--- src/rtl/dac_out_pkg.sv ---
// Shared types and helpers for the DAC output stage.
package dac_out_pkg;

   typedef enum logic [1:0] {
      OFF = 2'd0,
      RUN = 2'd1,
      UND = 2'd2,
      END = 2'd3
   } state_t;

   // Flipping the sign bit maps two's complement onto offset binary.
   function automatic logic [31:0] to_offbin(input logic [31:0] s,
                                             input int unsigned w);
      return s ^ (32'd1 << (w - 1));
   endfunction

endpackage

--- src/rtl/axi4_stream_if.sv ---
// Single-lane AXI4-Stream bundle carrying signed samples.
interface axi4_stream_if #(
   parameter int DW = 14
) (
   input logic ACLK
);

   logic signed [DW-1:0] TDATA;
   logic                 TVALID;
   logic                 TLAST;
   logic                 TREADY;

   modport s (input ACLK, input TREADY,
              output TDATA, output TVALID, output TLAST);
   modport d (input ACLK, input TDATA, input TVALID, input TLAST,
              output TREADY);

endinterface

--- src/rtl/slew_lim.sv ---
// Target/current registers with a per-clock step limit.
module slew_lim #(
   parameter int DW = 14
) (
   input  logic                 clk,
   input  logic                 rstn,
   input  logic signed [DW-1:0] tgt_nxt,
   input  logic        [DW-1:0] cfg_slw,
   output logic signed [DW-1:0] cur,
   output logic                 set
);

   logic signed [DW-1:0] tgt;
   logic signed [DW-1:0] cur_nxt;
   logic        [DW:0]   dif;
   logic        [DW:0]   mag;
   logic        [DW:0]   stp;
   logic        [DW:0]   sum;

   always_comb begin
      dif = {tgt[DW-1], tgt} - {cur[DW-1], cur};
      mag = dif[DW] ? (~dif + 1'b1) : dif;
      stp = dif[DW] ? (~{1'b0, cfg_slw} + 1'b1) : {1'b0, cfg_slw};
      sum = {cur[DW-1], cur} + stp;
      cur_nxt = tgt;
      if (cfg_slw != '0 && mag > {1'b0, cfg_slw})
         cur_nxt = sum[DW-1:0];
   end

   always_ff @(posedge clk or negedge rstn) begin
      if (!rstn) begin
         tgt <= '0;
         cur <= '0;
         set <= 1'b1;
      end else begin
         tgt <= tgt_nxt;
         cur <= cur_nxt;
         set <= (cur_nxt == tgt_nxt);
      end
   end

endmodule

--- src/rtl/dac_out.sv ---
// Generator channel output stage: stream FSM, underflow
// accounting, slew limiting and offset-binary DAC register.
module dac_out
   import dac_out_pkg::*;
#(
   parameter int DW  = 14,
   parameter int CWU = 16
) (
   input  logic                 clk,
   input  logic                 rstn,
   axi4_stream_if.d             sti,
   output logic        [DW-1:0] dac_dat,
   input  logic                 cfg_ena,
   input  logic                 cfg_und,
   input  logic signed [DW-1:0] cfg_idl,
   input  logic        [DW-1:0] cfg_slw,
   input  logic                 ctl_clr,
   output logic       [CWU-1:0] sts_und,
   output logic                 sts_set,
   output logic                 evo_und
);

   state_t               state, state_nxt;
   logic                 rdy, xfer, und;
   logic signed [DW-1:0] hld, tgt_nxt, cur;

   assign rdy        = cfg_ena & (state != OFF);
   assign sti.TREADY = rdy;
   assign xfer       = sti.TVALID & rdy;

   always_ff @(posedge clk or negedge rstn) begin
      if (!rstn) state <= OFF;
      else       state <= state_nxt;
   end

   always_comb begin
      state_nxt = state;
      case (state)
         OFF: state_nxt = END;
         RUN: if (xfer) state_nxt = sti.TLAST ? END : RUN;
              else      state_nxt = UND;
         UND,
         END: if (xfer) state_nxt = sti.TLAST ? END : RUN;
         default: state_nxt = OFF;
      endcase
      if (!cfg_ena) state_nxt = OFF;
   end

   always_comb begin
      und     = cfg_ena & (state == RUN) & ~sti.TVALID;
      tgt_nxt = cfg_idl;
      if (xfer) begin
         tgt_nxt = sti.TDATA;
      end else begin
         case (state)
            RUN:     tgt_nxt = hld;
            UND:     tgt_nxt = cfg_und ? cfg_idl : hld;
            default: tgt_nxt = cfg_idl;
         endcase
      end
   end

   always_ff @(posedge clk or negedge rstn) begin
      if (!rstn) begin
         hld     <= '0;
         sts_und <= '0;
         evo_und <= 1'b0;
         dac_dat <= {1'b1, {(DW-1){1'b0}}};
      end else begin
         if (xfer) hld <= sti.TDATA;
         if (ctl_clr)
            sts_und <= '0;
         else if (und && sts_und != '1)
            sts_und <= sts_und + 1'b1;
         evo_und <= und;
         dac_dat <= DW'(to_offbin(32'(cur), DW));
      end
   end

   slew_lim #(.DW(DW)) u_slw (
      .clk     (clk),
      .rstn    (rstn),
      .tgt_nxt (tgt_nxt),
      .cfg_slw (cfg_slw),
      .cur     (cur),
      .set     (sts_set)
   );

endmodule

--- src/flat_wrapper.sv ---
// flat-port wrapper written by rule: the top's interface ports become plain ports
module dac_out_flat import dac_out_pkg::*;
#(
   parameter int DW  = 14,
   parameter int CWU = 16
)
  (clk, rstn, dac_dat, cfg_ena, cfg_und, cfg_idl, cfg_slw, ctl_clr, sts_und, sts_set, evo_und, ACLK, sti_TDATA, sti_TVALID, sti_TLAST, sti_TREADY);
  axi4_stream_if #(.DW(DW)) sti_i (.ACLK(ACLK));
  input  logic clk;
  input  logic rstn;
  output logic        [DW-1:0] dac_dat;
  input  logic cfg_ena;
  input  logic cfg_und;
  input  logic signed [DW-1:0] cfg_idl;
  input  logic        [DW-1:0] cfg_slw;
  input  logic ctl_clr;
  output logic       [CWU-1:0] sts_und;
  output logic sts_set;
  output logic evo_und;
  input wire logic ACLK;
  input wire logic [$bits(sti_i.TDATA)-1:0] sti_TDATA;
  input wire logic [$bits(sti_i.TVALID)-1:0] sti_TVALID;
  input wire logic [$bits(sti_i.TLAST)-1:0] sti_TLAST;
  output wire logic [$bits(sti_i.TREADY)-1:0] sti_TREADY;
  assign sti_i.TDATA = sti_TDATA;
  assign sti_i.TVALID = sti_TVALID;
  assign sti_i.TLAST = sti_TLAST;
  assign sti_TREADY = sti_i.TREADY;
  dac_out #(.DW(DW), .CWU(CWU)) u_core (.clk(clk), .rstn(rstn), .sti(sti_i), .dac_dat(dac_dat), .cfg_ena(cfg_ena), .cfg_und(cfg_und), .cfg_idl(cfg_idl), .cfg_slw(cfg_slw), .ctl_clr(ctl_clr), .sts_und(sts_und), .sts_set(sts_set), .evo_und(evo_und));
endmodule
--- config.mk ---
export PLATFORM = sky130hd
export DESIGN_NAME = dac_out_flat
export DESIGN_NICKNAME = d
export VERILOG_FILES = /design/src/rtl/dac_out_pkg.sv /design/src/rtl/axi4_stream_if.sv /design/src/rtl/slew_lim.sv /design/src/rtl/dac_out.sv /design/src/flat_wrapper.sv
export SDC_FILE = /design/constraint.sdc
export NUM_CORES = 1
export LEC_CHECK = 0
export ABC_CLOCK_PERIOD_IN_PS = 8250
export BUFFER_PORTS_ARGS = -buffer_cell sky130_fd_sc_hd__buf_4
export CORE_AREA = 2 2 116 118
export CTS_CLUSTER_SIZE = 28
export DETAILED_ROUTE_END_ITERATION = 12
export DIE_AREA = 0 0 118 120
export RECOVER_POWER = 100
export SLEW_MARGIN = 10
export SYNTH_ARGS = -nofsm -noshare
export SYNTH_HDL_FRONTEND = slang
export SYNTH_SLANG_ARGS = --single-unit
--- constraint.sdc ---
create_clock -name clk -period 8.25 [get_ports clk]
set_clock_uncertainty 0.2 [all_clocks]
set_input_delay 1.2375 -clock clk [delete_from_list [all_inputs] [get_ports clk]]
set_output_delay 1.2375 -clock clk [all_outputs]
set_load 0.03 [all_outputs]
# After elaboration in Yosys (flattened, before gate mapping)
# Cells that the tools add are included.
totals:
  ff_bits: 76
  output_inout_bits: 33
op_classes:
  bitwise: 8
  n_addsub: 5
  n_eq_ne: 6
  n_reduce_logical: 7
  mux: 13
  magnitude_cmp: 1
ops:
  columns: ["op", "n"]
  rows:
  - ["2-to-1 mux 14 bit", 4]
  - ["2-to-1 mux 16 bit", 2]
  - ["one-hot mux 14 bit (2 select lines)", 1]
  - ["adder 16 x 1 -> 16 bit (second input constant)", 1]
  - ["!= test 16 bit (second input constant)", 1]
  - ["adder 15 x 1 -> 15 bit (second input constant)", 1]
  - ["greater-than comparator 15 x 14 -> 1 bit", 1]
  - ["2-to-1 mux 15 bit", 1]
  - ["NOT 15 bit", 1]
  - ["subtractor 14 x 14 -> 15 bit", 1]
  - ["adder 14 x 1 -> 14 bit (second input constant)", 1]
  - ["adder 14 bit", 1]
  - ["== test 14 bit", 1]
  - ["NOT 14 bit", 1]
  - ["nonzero test 14 bit", 1]
  - ["2-to-1 mux 2 bit", 4]
  - ["one-hot mux 2 bit (3 select lines)", 1]
  - ["bitwise AND 1 bit", 4]
  - ["== test 2 bit (second input constant)", 2]
  - ["nonzero test 2 bit", 2]
  - ["!= test 3 x 2 -> 1 bit (second input constant)", 1]
  - ["== test 2 x 1 -> 1 bit (second input constant)", 1]
  - ["logical AND 1 bit", 2]
  - ["zero test 2 bit", 1]
  - ["2 further kinds", 3]

# Depth between registers and ports, before layout
# Gate-level depths: netlist of the first run.
depth:
  word_depth: 8
  mapped_depth: 26
  mapped_depth_nobuf: 25

# By module
# A second synthesis of the first run with hierarchy kept.
unflattened:
  hier_cells: 701
  area_unflattened_um2: 6162.2
modules_own_cells:
  columns: ["mod", "area_each_um2", "n_inst", "cells_per_inst"]
  rows:
  - ["slew_lim", 3928.8, 1, 475]
  - ["dac_out", 2233.4, 1, 226]

# Worst setup path before layout of the first run
# Ideal clock, no wire load.
synth_path:
  kind: "reg2reg"
  startpoint: "register u_core.u_slw.tgt[0]"
  endpoint: "register u_core.u_slw.set"
  stages_incl_launch_ff: 25
  slack_ps: 2521
  setup_time_ps: 63
  arrival_time_ps: 5466
  cell_sequence: "dfrtp_1 -> inv_1 -> ha_1 -> inv_1 -> fa_1 -> a211oi_1 -> o211ai_1 -> a221oi_2 -> a211o_1 -> clkbuf_1 -> clkbuf_1 -> o31ai_1 -> xnor2_1 -> ha_1 -> or2_2 -> o211a_1 -> o21ai_0 -> nand2_1 -> a311o_2 -> a2bb2oi_1 -> nor3_4 -> or3_2 -> a22o_1 -> a2111oi_2 -> and4_1"
synth_between:
  elab_chain_cells: 8
  elab_cells_between_ends: 10
synth_lines:
  columns: ["item", "line_no", "text"]
  rows:
  - ["start: declaration", "slew_lim.sv:13", "logic signed [DW-1:0] tgt;"]
  - ["start signal: assignment", "slew_lim.sv:36", "tgt <= tgt_nxt;"]
  - ["subtractor 14 x 14 -> 15 bit", "slew_lim.sv:21", "dif = {tgt[DW-1], tgt} - {cur[DW-1], cur};"]
  - ["NOT 15 bit", "slew_lim.sv:22", "mag = dif[DW] ? (~dif + 1'b1) : dif;"]
  - ["adder 15 x 1 -> 15 bit", "slew_lim.sv:22", null]
  - ["2-to-1 mux 15 bit", "slew_lim.sv:22", null]
  - ["greater-than comparator 15 x 14 -> 1 bit", "slew_lim.sv:26", "if (cfg_slw != '0 && mag > {1'b0, cfg_slw})"]
  - ["logical AND 1 bit", "slew_lim.sv:26", null]
  - ["2-to-1 mux 14 bit (*)", "slew_lim.sv:26", null]
  - ["== test 14 bit (*)", "slew_lim.sv:38", "set <= (cur_nxt == tgt_nxt);"]
  - ["end signal: assignment", "slew_lim.sv:38", null]
  - ["end: declaration", "slew_lim.sv:10", "output logic set"]
# Mark *: on every way between the ends. The rest lies on a longest branch, timed or not.
# A chain may end at the register's enable or synchronous reset.

# Worst setup path after layout of the first run
# Same ends and word-level chain as after synthesis.

==> impl_metrics.tcl, run 1 <==
set metrics [dict create \
    cts_tree "built" \
    final_antenna_net_count 0 \
    clk_latency_ns 0.34 \
    period_minus_slack_ns 6.96 \
    io_pins 83 \
    cp.arrival_ns 7.03 \
    worst_hold_slack_ns 0.209 \
    core_area_mm2 0.0130 \
    syn_area_per_cell_um2 8.95 \
    grt_pass1_wl_um 23500 \
    synthesis.area_mm2 0.00569 \
    hpwl_um 11000 \
    drv_slew 77 \
    cts_resized 0 \
    drt_first_iter_violations 217 \
    worstHoldPathCells 0 \
    drc 0 \
    synth_top_area_share_pct 32.5 \
    cts.clk_slew.worst_paths_ns 0.06 \
    drt-vias-per-instance 5.43 \
    cts.sink_count 76 \
    setup_viol 0 \
    fin_crit_sh_pct 84.3 \
    regArea_mm2 0.00190 \
    final_area_mm2 0.00663 \
    synth.yosys.warnings 0 \
    nets 815 \
    tightest_slew_ns 4.05 \
    wl_per_cell_um 15.9 \
    max_freq_mhz 144 \
    cp.required_ns 8.32 \
    placed_cell_area_mm2 0.00646 \
    numPortBuffers 81 \
    grt_max_degree 77 \
    synthArstFlopShare_pct 100 \
    antenna_found_initial 0 \
    ys_types 81 \
    clk_path_buf_depth 2 \
    overflow 0 \
    violations "max-capacitance violations, max-slew violations" \
    num_vias 4858 \
    cts_setup_buffers 0 \
    rsz0062_at_grt "no" \
    fill_cells 1282 \
    crit_type "register to register" \
    synth_area_leaders "dfrtp_1 (33%), ha_1 (11%), xnor2_1 (6.3%)" \
    grt_pass1_vias 4760 \
    postCtsHoldBufs 0 \
    ys_ff_latch 76 \
    synth_cells 636 \
    die_h_um 120 \
    dr.pass1.iters 4 \
    htreeDepth 3 \
    cap_violations 1 \
    synth_top_flop_cell "dfrtp_1" \
    synth_seq_area_share_pct 33.5 \
    drive_gt1_share_pct 12.8 \
    diodes 0 \
    die-area_mm2 0.0142 \
    cts_buffers 9 \
    place.gp.congestion 0.855 \
    std_cell_rows 42 \
    area_growth_pct 16.4 \
    finalHoldViolations 0 \
    yosysTopAreaCell "dfrtp_1" \
    hold_path_class "register to register" \
    syn_nets 737 \
    root_buffer "clkbuf_16" \
    fin_setup_tns_ns 0 \
    grt_util_all_layers_pct 20.8 \
    die_x_um 118 \
    multi_input_area_mm2 0.00350 \
    critPathCaptureType "register" \
    startpoint_type "register" \
    status "complete, but fails checks" \
    worst_r2r_path_depth 22 \
    synth_edf_count 0 \
    routed_wirelength_um 14200 \
    slew_headroom_pct -170 \
    path_max_fanout 26 \
    initial_core_util_pct 43.8 \
]
metrics by stage:
stage	instances	util [%]	setup WS (ns)
after global placement	879	49.8	1.79
final	895	51.1	1.29
after detailed placement	879	49.8	1.61
after CTS	895	52.2	1.56
after global routing	895	51.1	0.961
after floorplan	636	-	2.52
flip-flops by register name (all words and copies together), names as in the netlist:
register          flops
u_core.dac_dat       14
u_core.evo_und        1
u_core.hld           14
u_core.state          2
u_core.sts_und       16
u_core.u_slw.cur     14
u_core.u_slw.set      1
u_core.u_slw.tgt     14
layer usage:
metal  GRT usage (%)  vias up  wire length, um
met5               0        -                0
met1            28.7     2324             6900
met4            7.08        0              206
li1                -     2417                -
met2            33.4       99             6590
met3            3.23       18              527
cell usage in the layout, fill, tap and decap left out, drive strengths merged, types with 5 or more instances in the layout:
cell type,netlist,routed
nor2,48,48
a21oi,22,22
o21ai,43,43
a211oi,5,5
buf,7,46
nor3,8,8
inv,53,53
nand2,75,75
a22oi,14,14
dfrtp,74,74
nand3,16,16
nand4,12,12
a21o,7,7
mux2,10,10
xor2,27,27
ha,49,49
clkbuf,9,49
o21a,10,10
and2,7,7
xnor2,41,41
nor2b,11,11
layout make-up:
| cell class | instances | share of cell area [%] |
|---|---|---|
| Tap cell | 176 | 3.32 |
| Clock buffer | 12 | 3.72 |
| Inverter | 53 | 3.00 |
| Multi-Input combinational cell | 491 | 52.8 |
| Timing Repair Buffer | 83 | 7.31 |
| Clock inverter | 4 | 1.10 |
| Sequential cell | 76 | 28.7 |
synth_stat cells (all sizes together) (3+ instances only):
| cell type | number |
|---|---|
| a211o | 3 |
| a211oi | 5 |
| a21o | 7 |
| a21oi | 22 |
| a22oi | 14 |
| a31oi | 4 |
| and2 | 7 |
| and3 | 3 |
| and4 | 4 |
| buf | 7 |
| clkbuf | 9 |
| dfrtp | 74 |
| ha | 49 |
| inv | 53 |
| mux2 | 10 |
| mux2i | 3 |
| nand2 | 75 |
| nand3 | 16 |
| nand4 | 12 |
| nor2 | 48 |
| nor2b | 11 |
| nor3 | 8 |
| nor3b | 4 |
| nor4 | 3 |
| o211ai | 4 |
| o21a | 10 |
| o21ai | 43 |
| o31ai | 4 |
| or3 | 4 |
| xnor2 | 41 |
| xor2 | 27 |
cell families (layout without fill, tap and decap cells):
logic type	Yosys count	in the layout	synth area share, %
compound gates	153	153	19.5
xor+xnor	68	68	10.5
fa+ha+maj	51	51	11.5
buf+inv	69	152	4.82
flops	76	76	33.5
mux	13	13	2.51
simple gates	206	206	17.7
worst max-delay path, cell delays in order, from the launching register on:
cell       delay, ns
dfrtp_1         0.39
inv_1           0.09
ha_1            0.17
inv_1           0.06
fa_1            0.43
a211oi_1        0.41
o211ai_1        0.23
a221oi_1        0.53
a211o_1         0.61
o21ai_0         0.20
ha_1            0.36
nor2b_1         0.16
o21a_1          0.17
o21ai_0         0.13
or2b_2          0.32
a311o_2         0.41
a2bb2oi_1       0.28
nor3_4          0.07
buf_4           0.24
or3_2           0.51
a22o_1          0.21
a2111oi_0       0.38
and4_1          0.29
worst paths after layout:
check                                              start  slack [ns]                        endpoint
setup / recovery           u_core.u_slw.tgt[0]$_DFF_PN0_        1.29      u_core.u_slw.set$_DFF_PN1_
hold / removal             u_core.u_slw.cur[1]$_DFF_PN0_        0.21     u_core.dac_dat[1]$_DFF_PN0_
setup reg to reg           u_core.u_slw.tgt[0]$_DFF_PN0_        1.29      u_core.u_slw.set$_DFF_PN1_
hold reg to reg            u_core.u_slw.cur[1]$_DFF_PN0_        0.21     u_core.dac_dat[1]$_DFF_PN0_
max in group asynchronous                           rstn        3.47  u_core.u_slw.tgt[11]$_DFF_PN0_
min in group asynchronous                           rstn        2.10     u_core.state[0]$_DFFE_PN0P_
Power of run 1 is left out: the tool's default activity adds up to more than one toggle a clock period on the data nets, which glitch-free logic cannot reach.
==> inputs of run 2 (changes only) <==
--- a/config.mk
+++ b/config.mk
@@ -5,12 +5,13 @@
 export SDC_FILE = /design/constraint.sdc
 export NUM_CORES = 1
 export LEC_CHECK = 0
-export ABC_CLOCK_PERIOD_IN_PS = 8250
+export ABC_CLOCK_PERIOD_IN_PS = 5920
 export BUFFER_PORTS_ARGS = -buffer_cell sky130_fd_sc_hd__buf_4
 export CORE_AREA = 2 2 116 118
 export CTS_CLUSTER_SIZE = 28
 export DETAILED_ROUTE_END_ITERATION = 12
 export DIE_AREA = 0 0 118 120
+export PLACE_DENSITY = 0.67
 export RECOVER_POWER = 100
 export SLEW_MARGIN = 10
 export SYNTH_ARGS = -nofsm -noshare
==> constraint.sdc (replaced) <==
create_clock -name clk -period 5.92 [get_ports clk]
set_clock_uncertainty 0.2 [all_clocks]
set_input_delay 0.888 -clock clk [delete_from_list [all_inputs] [get_ports clk]]
set_output_delay 0.888 -clock clk [all_outputs]
set_load 0.03 [all_outputs]
==> run 2 against run 1 <==
The flow still finishes with violations (max-capacitance violations, max-slew violations). First-iteration DRC count grew 26%. Count of clock-buffer cells in the layout shrank 3. Utilization grew 3.7 points. Via count up 4.5%. Register-to-register slack worse by 1.0 ns. Global-route usage fell by 0.15 points. Worst hold slack gained 0.0025 ns. Final cell count grew 4.7%.
==> impl_metrics.tcl, run 2 (synthesis gave the netlist of run 1 again) <==
set metrics [dict create \
    clk_latency_ns 0.34 \
    cts.sink_count 76 \
    antenna_found_initial 0 \
    crit_type "register to register" \
    numPortBuffers 81 \
    critPathCaptureType "register" \
    cts.clk_slew.worst_paths_ns 0.06 \
    diodes 0 \
    violations "max-capacitance violations, max-slew violations" \
    place.gp.congestion 0.874 \
    dp_slack_ns -0.107 \
    wl_met2_um 6680 \
    setup_ws_ns 0.271 \
    grt_max_degree 77 \
    cp.required_ns 6.00 \
    postCtsHoldBufs 0 \
    final_cell_mix "buf_4 (87), nand2_1 (75), dfrtp_1 (74)" \
    clk_path_buf_depth 2 \
    grt_util_all_layers_pct 20.6 \
    max_freq_mhz 177 \
    die_h_um 120 \
    cp-endpoint "u_core.u_slw.set$_DFF_PN1_" \
    fin_crit_sh_pct 95.4 \
    grt_pass1_wl_um 23500 \
    drc 0 \
    drt-vias-per-instance 5.42 \
    path_max_fanout 6 \
    drt_first_iter_violations 273 \
    num_vias 5076 \
    dr_wl_met3_um 663 \
    std_cell_rows 42 \
    startpoint_type "register" \
    worstSetupStartpoint "u_core.u_slw.tgt[0]$_DFF_PN0_" \
    root_buffer "clkbuf_16" \
    cap_violations 1 \
    drv_slew 77 \
    die_x_um 118 \
    tightest_slew_ns 4.01 \
    largest_register "u_core.sts_und" \
    dr.max_layer_used "met4" \
    final_common_cell "buf_4" \
    area_growth_pct 24.9 \
    rrSetupSlack_ns 0.27 \
    finalHoldViolations 0 \
    dr.pass1.iters 5 \
    overflow 0 \
    cp.arrival_ns 5.72 \
    worst_r2r_path_depth 24 \
    rr_endpoint "u_core.u_slw.set$_DFF_PN1_" \
    nets 857 \
    slew_headroom_pct -167 \
    final_antenna_net_count 0 \
    largest_reg_flops 16 \
    status "complete, but fails checks" \
    core_area_mm2 0.0130 \
    met1Wirelength_um 6820 \
    io_pins 83 \
    die-area_mm2 0.0142 \
    grt_pass1_vias 4920 \
    wl_per_cell_um 15.6 \
    htreeDepth 3 \
    routed_wirelength_um 14600 \
    hold_path_class "register to register" \
    drive_gt1_share_pct 21.3 \
    hpwl_um 11300 \
    initial_core_util_pct 43.8 \
    r2r_start "u_core.u_slw.tgt[0]$_DFF_PN0_" \
    cts_tree "built" \
    setup_viol 0 \
    cts_buffers 9 \
    period_minus_slack_ns 5.65 \
]
[run 2: changes by cell type in the layout (fill, tap and decap cells not counted), moves of 3 or more]
cell	delta
buf_4	+41
mux2_1	-3
buf_6	+3
clkbuf_1	-4
[run 2: how the worst min path moves through the flow]
stage                                               from                      endpoint  slack (ns)  cells past startpoint
after floorplan           u_core.u_slw.cur[10]$_DFF_PN0_  u_core.dac_dat[10]$_DFF_PN0_        0.18                      0
after global placement     u_core.u_slw.cur[4]$_DFF_PN0_   u_core.dac_dat[4]$_DFF_PN0_        0.19                      0
after detailed placement   u_core.u_slw.cur[4]$_DFF_PN0_   u_core.dac_dat[4]$_DFF_PN0_        0.20                      0
after CTS                  u_core.u_slw.cur[4]$_DFF_PN0_   u_core.dac_dat[4]$_DFF_PN0_        0.21                      0
after global routing       u_core.u_slw.cur[1]$_DFF_PN0_   u_core.dac_dat[1]$_DFF_PN0_        0.23                      0
final                      u_core.u_slw.cur[4]$_DFF_PN0_   u_core.dac_dat[4]$_DFF_PN0_        0.21                      0
[run 2: layout make-up]
type                    instances  area, um^2
clock buffers                   9         225
fillers                      1214        5870
flip-flops and latches         76        1900
repair buffers                125         818
clock inverters                 7         100
well taps                     176         220
inverters                      53         199
multi-input cells             491        3640
[run 2: worst max-delay path, stage by stage (launching register included)]
cell and delay [ns]:
dfrtp_1 0.39, inv_2 0.07, ha_4 0.12, inv_2 0.04
fa_2 0.41, a211oi_4 0.33, o211ai_1 0.20, a221oi_2 0.34
a211o_2 0.24, buf_4 0.15, o21ai_0 0.10, xnor2_1 0.33
ha_1 0.33, nand3_1 0.15, o22ai_2 0.12, o211a_1 0.26
o21a_1 0.18, o21a_1 0.19, o41a_1 0.33, xnor2_1 0.15
mux2i_1 0.12, buf_4 0.15, a22o_1 0.18, a2111oi_2 0.26
and4_1 0.23
[run 2: layer usage]
layer / vias up / track usage, %
li1: 2494 / -
met3: 33 / 3.33
met2: 144 / 32.8
met1: 2405 / 27.9
met4: 0 / 8.89
met5: - / 0
[run 2: stage by stage]
stage	cells	setup TNS [ns]	hold slack (ns)	instance area, um^2	util (%)
CTS	925	0	0.211	7010	54.0
global route	937	-0.0418	0.227	7110	54.8
detailed placement	909	-0.107	0.199	6680	51.5
finish	937	0	0.211	7110	54.8
floorplan	636	0	0.180	5690	-
global placement	909	0	0.192	6680	51.5
[run 2: what timing repair did]
| item | CTS | global route |
|---|---|---|
| resized for setup | 1 | 29 |
| endpoints found under the setup margin | 1 | 1 |
| gates cloned | 0 | 0 |
| setup buffers | 0 | 12 |
| pin swaps | 0 | 31 |
Power of run 2 is left out for the same reason.
==> inputs of run 3 (changes only) <==
--- a/config.mk
+++ b/config.mk
@@ -7,11 +7,10 @@
 export LEC_CHECK = 0
 export ABC_CLOCK_PERIOD_IN_PS = 5920
 export BUFFER_PORTS_ARGS = -buffer_cell sky130_fd_sc_hd__buf_4
-export CORE_AREA = 2 2 116 118
+export CORE_AREA = 2 2 123 125
 export CTS_CLUSTER_SIZE = 28
 export DETAILED_ROUTE_END_ITERATION = 12
-export DIE_AREA = 0 0 118 120
-export PLACE_DENSITY = 0.67
+export DIE_AREA = 0 0 125 127
 export RECOVER_POWER = 100
 export SLEW_MARGIN = 10
 export SYNTH_ARGS = -nofsm -noshare
==> run 3 against run 2 <==
The run still ends with max-capacitance violations, max-slew violations left. Cell area shrank 0.42%. Wire length barely moved. Count of clock-buffer cells in the layout up 1. Critical endpoint unchanged. First-iteration DRC count rose by 16%.
==> impl_metrics.tcl, run 3 (synthesis gave the netlist of run 1 again) <==
set metrics [dict create \
    dr.pass1.iters 4 \
    drt-vias-per-instance 5.28 \
    rrSetupSlack_ns 0.21 \
    num_vias 4956 \
    rr_endpoint "u_core.u_slw.set$_DFF_PN1_" \
    io_pins 83 \
    dp_slack_ns -0.0750 \
    final_cells 939 \
    grt_pass1_vias 4839 \
    drt_first_iter_violations 317 \
    clk_path_buf_depth 2 \
    cts_tree "built" \
    r2r_start "u_core.u_slw.tgt[0]$_DFF_PN0_" \
    die-area_mm2 0.0159 \
    rsz0062_at_grt "yes" \
    fin_crit_sh_pct 96.4 \
    multi_input_area_mm2 0.00365 \
    core_area_mm2 0.0144 \
    finalHoldViolations 0 \
    overflow 0 \
    setup_viol 0 \
    path_max_fanout 8 \
    min_from "u_core.u_slw.cur[1]$_DFF_PN0_" \
    grt_max_degree 77 \
    antenna_found_initial 0 \
    numPortBuffers 81 \
    tightest_slew_ns 4.04 \
    routed_wirelength_um 14600 \
    final_common_cell "buf_4" \
    worstHoldPathCells 0 \
    fill_cells 1395 \
    diodes 0 \
    hold_path_class "register to register" \
    largest_register "u_core.sts_und" \
    drv_slew 77 \
    final_antenna_net_count 0 \
    clk_latency_ns 0.34 \
    place.gp.congestion 0.882 \
    cp.arrival_ns 5.79 \
    initial_core_util_pct 39.5 \
    cts_buffers 9 \
    slew_headroom_pct -169 \
    place_inst 908 \
    drc 0 \
    max_freq_mhz 175 \
    hold_end "u_core.dac_dat[1]$_DFF_PN0_" \
    final_cell_mix "buf_4 (81), nand2_1 (75), dfrtp_1 (74)" \
    critPathCaptureType "register" \
    final_util_pct 49.1 \
    setup_ws_ns 0.213 \
    regArea_mm2 0.00190 \
    htreeDepth 3 \
    nets 851 \
    grt_pass1_wl_um 23800 \
    cp.required_ns 6.00 \
    std_cell_rows 44 \
    cap_violations 1 \
    crit_type "register to register" \
    die_h_um 127 \
    worstSetupStartpoint "u_core.u_slw.tgt[0]$_DFF_PN0_" \
    root_buffer "clkbuf_16" \
    drive_gt1_share_pct 20.9 \
    wl_per_cell_um 15.5 \
    cts.sink_count 76 \
    period_minus_slack_ns 5.71 \
    status "complete, but fails checks" \
    worst_hold_slack_ns 0.205 \
    die_x_um 125 \
    violations "max-capacitance violations, max-slew violations" \
    area_growth_pct 24.4 \
    grt_util_all_layers_pct 18.5 \
    hpwl_um 11200 \
    largest_reg_flops 16 \
    cts.clk_slew.worst_paths_ns 0.06 \
    startpoint_type "register" \
    worst_r2r_path_depth 27 \
]
## run 3: cell count changes in the layout (fill, tap and decap cells not counted), sizes merged
cell      previous run  this run
buf                 90        85
clkinv               1         3
clkinvlp             3         1
bufinv               2         1
## run 3: worst max path at each step
stage                                       endpoint  slack [ns]
after global placement    u_core.u_slw.set$_DFF_PN1_       -0.04
after CTS                 u_core.u_slw.set$_DFF_PN1_        0.02
final                     u_core.u_slw.set$_DFF_PN1_        0.21
after floorplan           u_core.u_slw.set$_DFF_PN1_        0.19
after detailed placement  u_core.u_slw.set$_DFF_PN1_       -0.08
after global routing      u_core.u_slw.set$_DFF_PN1_       -0.15
## run 3: final cells by class
cell class,count,share of cell area [%]
tap,184,3.25
clock inverter,6,1.03
timing repair buffer,119,11.0
inverter,53,2.81
sequential,76,26.9
clock buffer,10,3.38
multi-input combinational,491,51.6
## run 3: through the flow
stage,instance area (um^2),TNS (ns)
6_report,7080,0
2_1_floorplan,5690,0
5_1_grt,7080,-0.150
4_1_cts,6950,0
3_3_place_gp,6630,-0.0410
3_5_place_dp,6630,-0.0750
## run 3: repair_timing
item                                   CTS  global route
pin swaps                                1            21
setup endpoints to repair                1             1
setup buffers                            0            15
resized for setup                        2            35
endpoints found under the hold margin    0             0
hold buffers                             0             0
## run 3: critical path, cell delays in order (launching register included)
cell and delay (ns):
dfrtp_1 0.39, inv_2 0.09, ha_4 0.14, inv_2 0.04, fa_2 0.36, a211oi_2 0.28
buf_4 0.16, o211ai_1 0.15, a221oi_2 0.28, buf_4 0.18, a211o_4 0.16, buf_6 0.12
buf_4 0.10, buf_4 0.09, o41ai_1 0.07, xor2_1 0.18, ha_1 0.31, o211a_1 0.13
o21ai_0 0.17, nand2_1 0.07, a311o_2 0.40, a32oi_2 0.23, nor3_4 0.13, buf_6 0.16
buf_4 0.15, or4_2 0.62, nand3_2 0.10, and4_1 0.19
## run 3: routing by layer
layer / global-route usage [%] / up-vias / wire length [um]
met5: 0 / - / 0
met1: 25.8 / 2353 / 7180
met2: 29.5 / 94 / 6580
met4: 6.93 / 0 / 278
li1: - / 2491 / -
met3: 2.18 / 18 / 548
Power of run 3 is left out for the same reason.
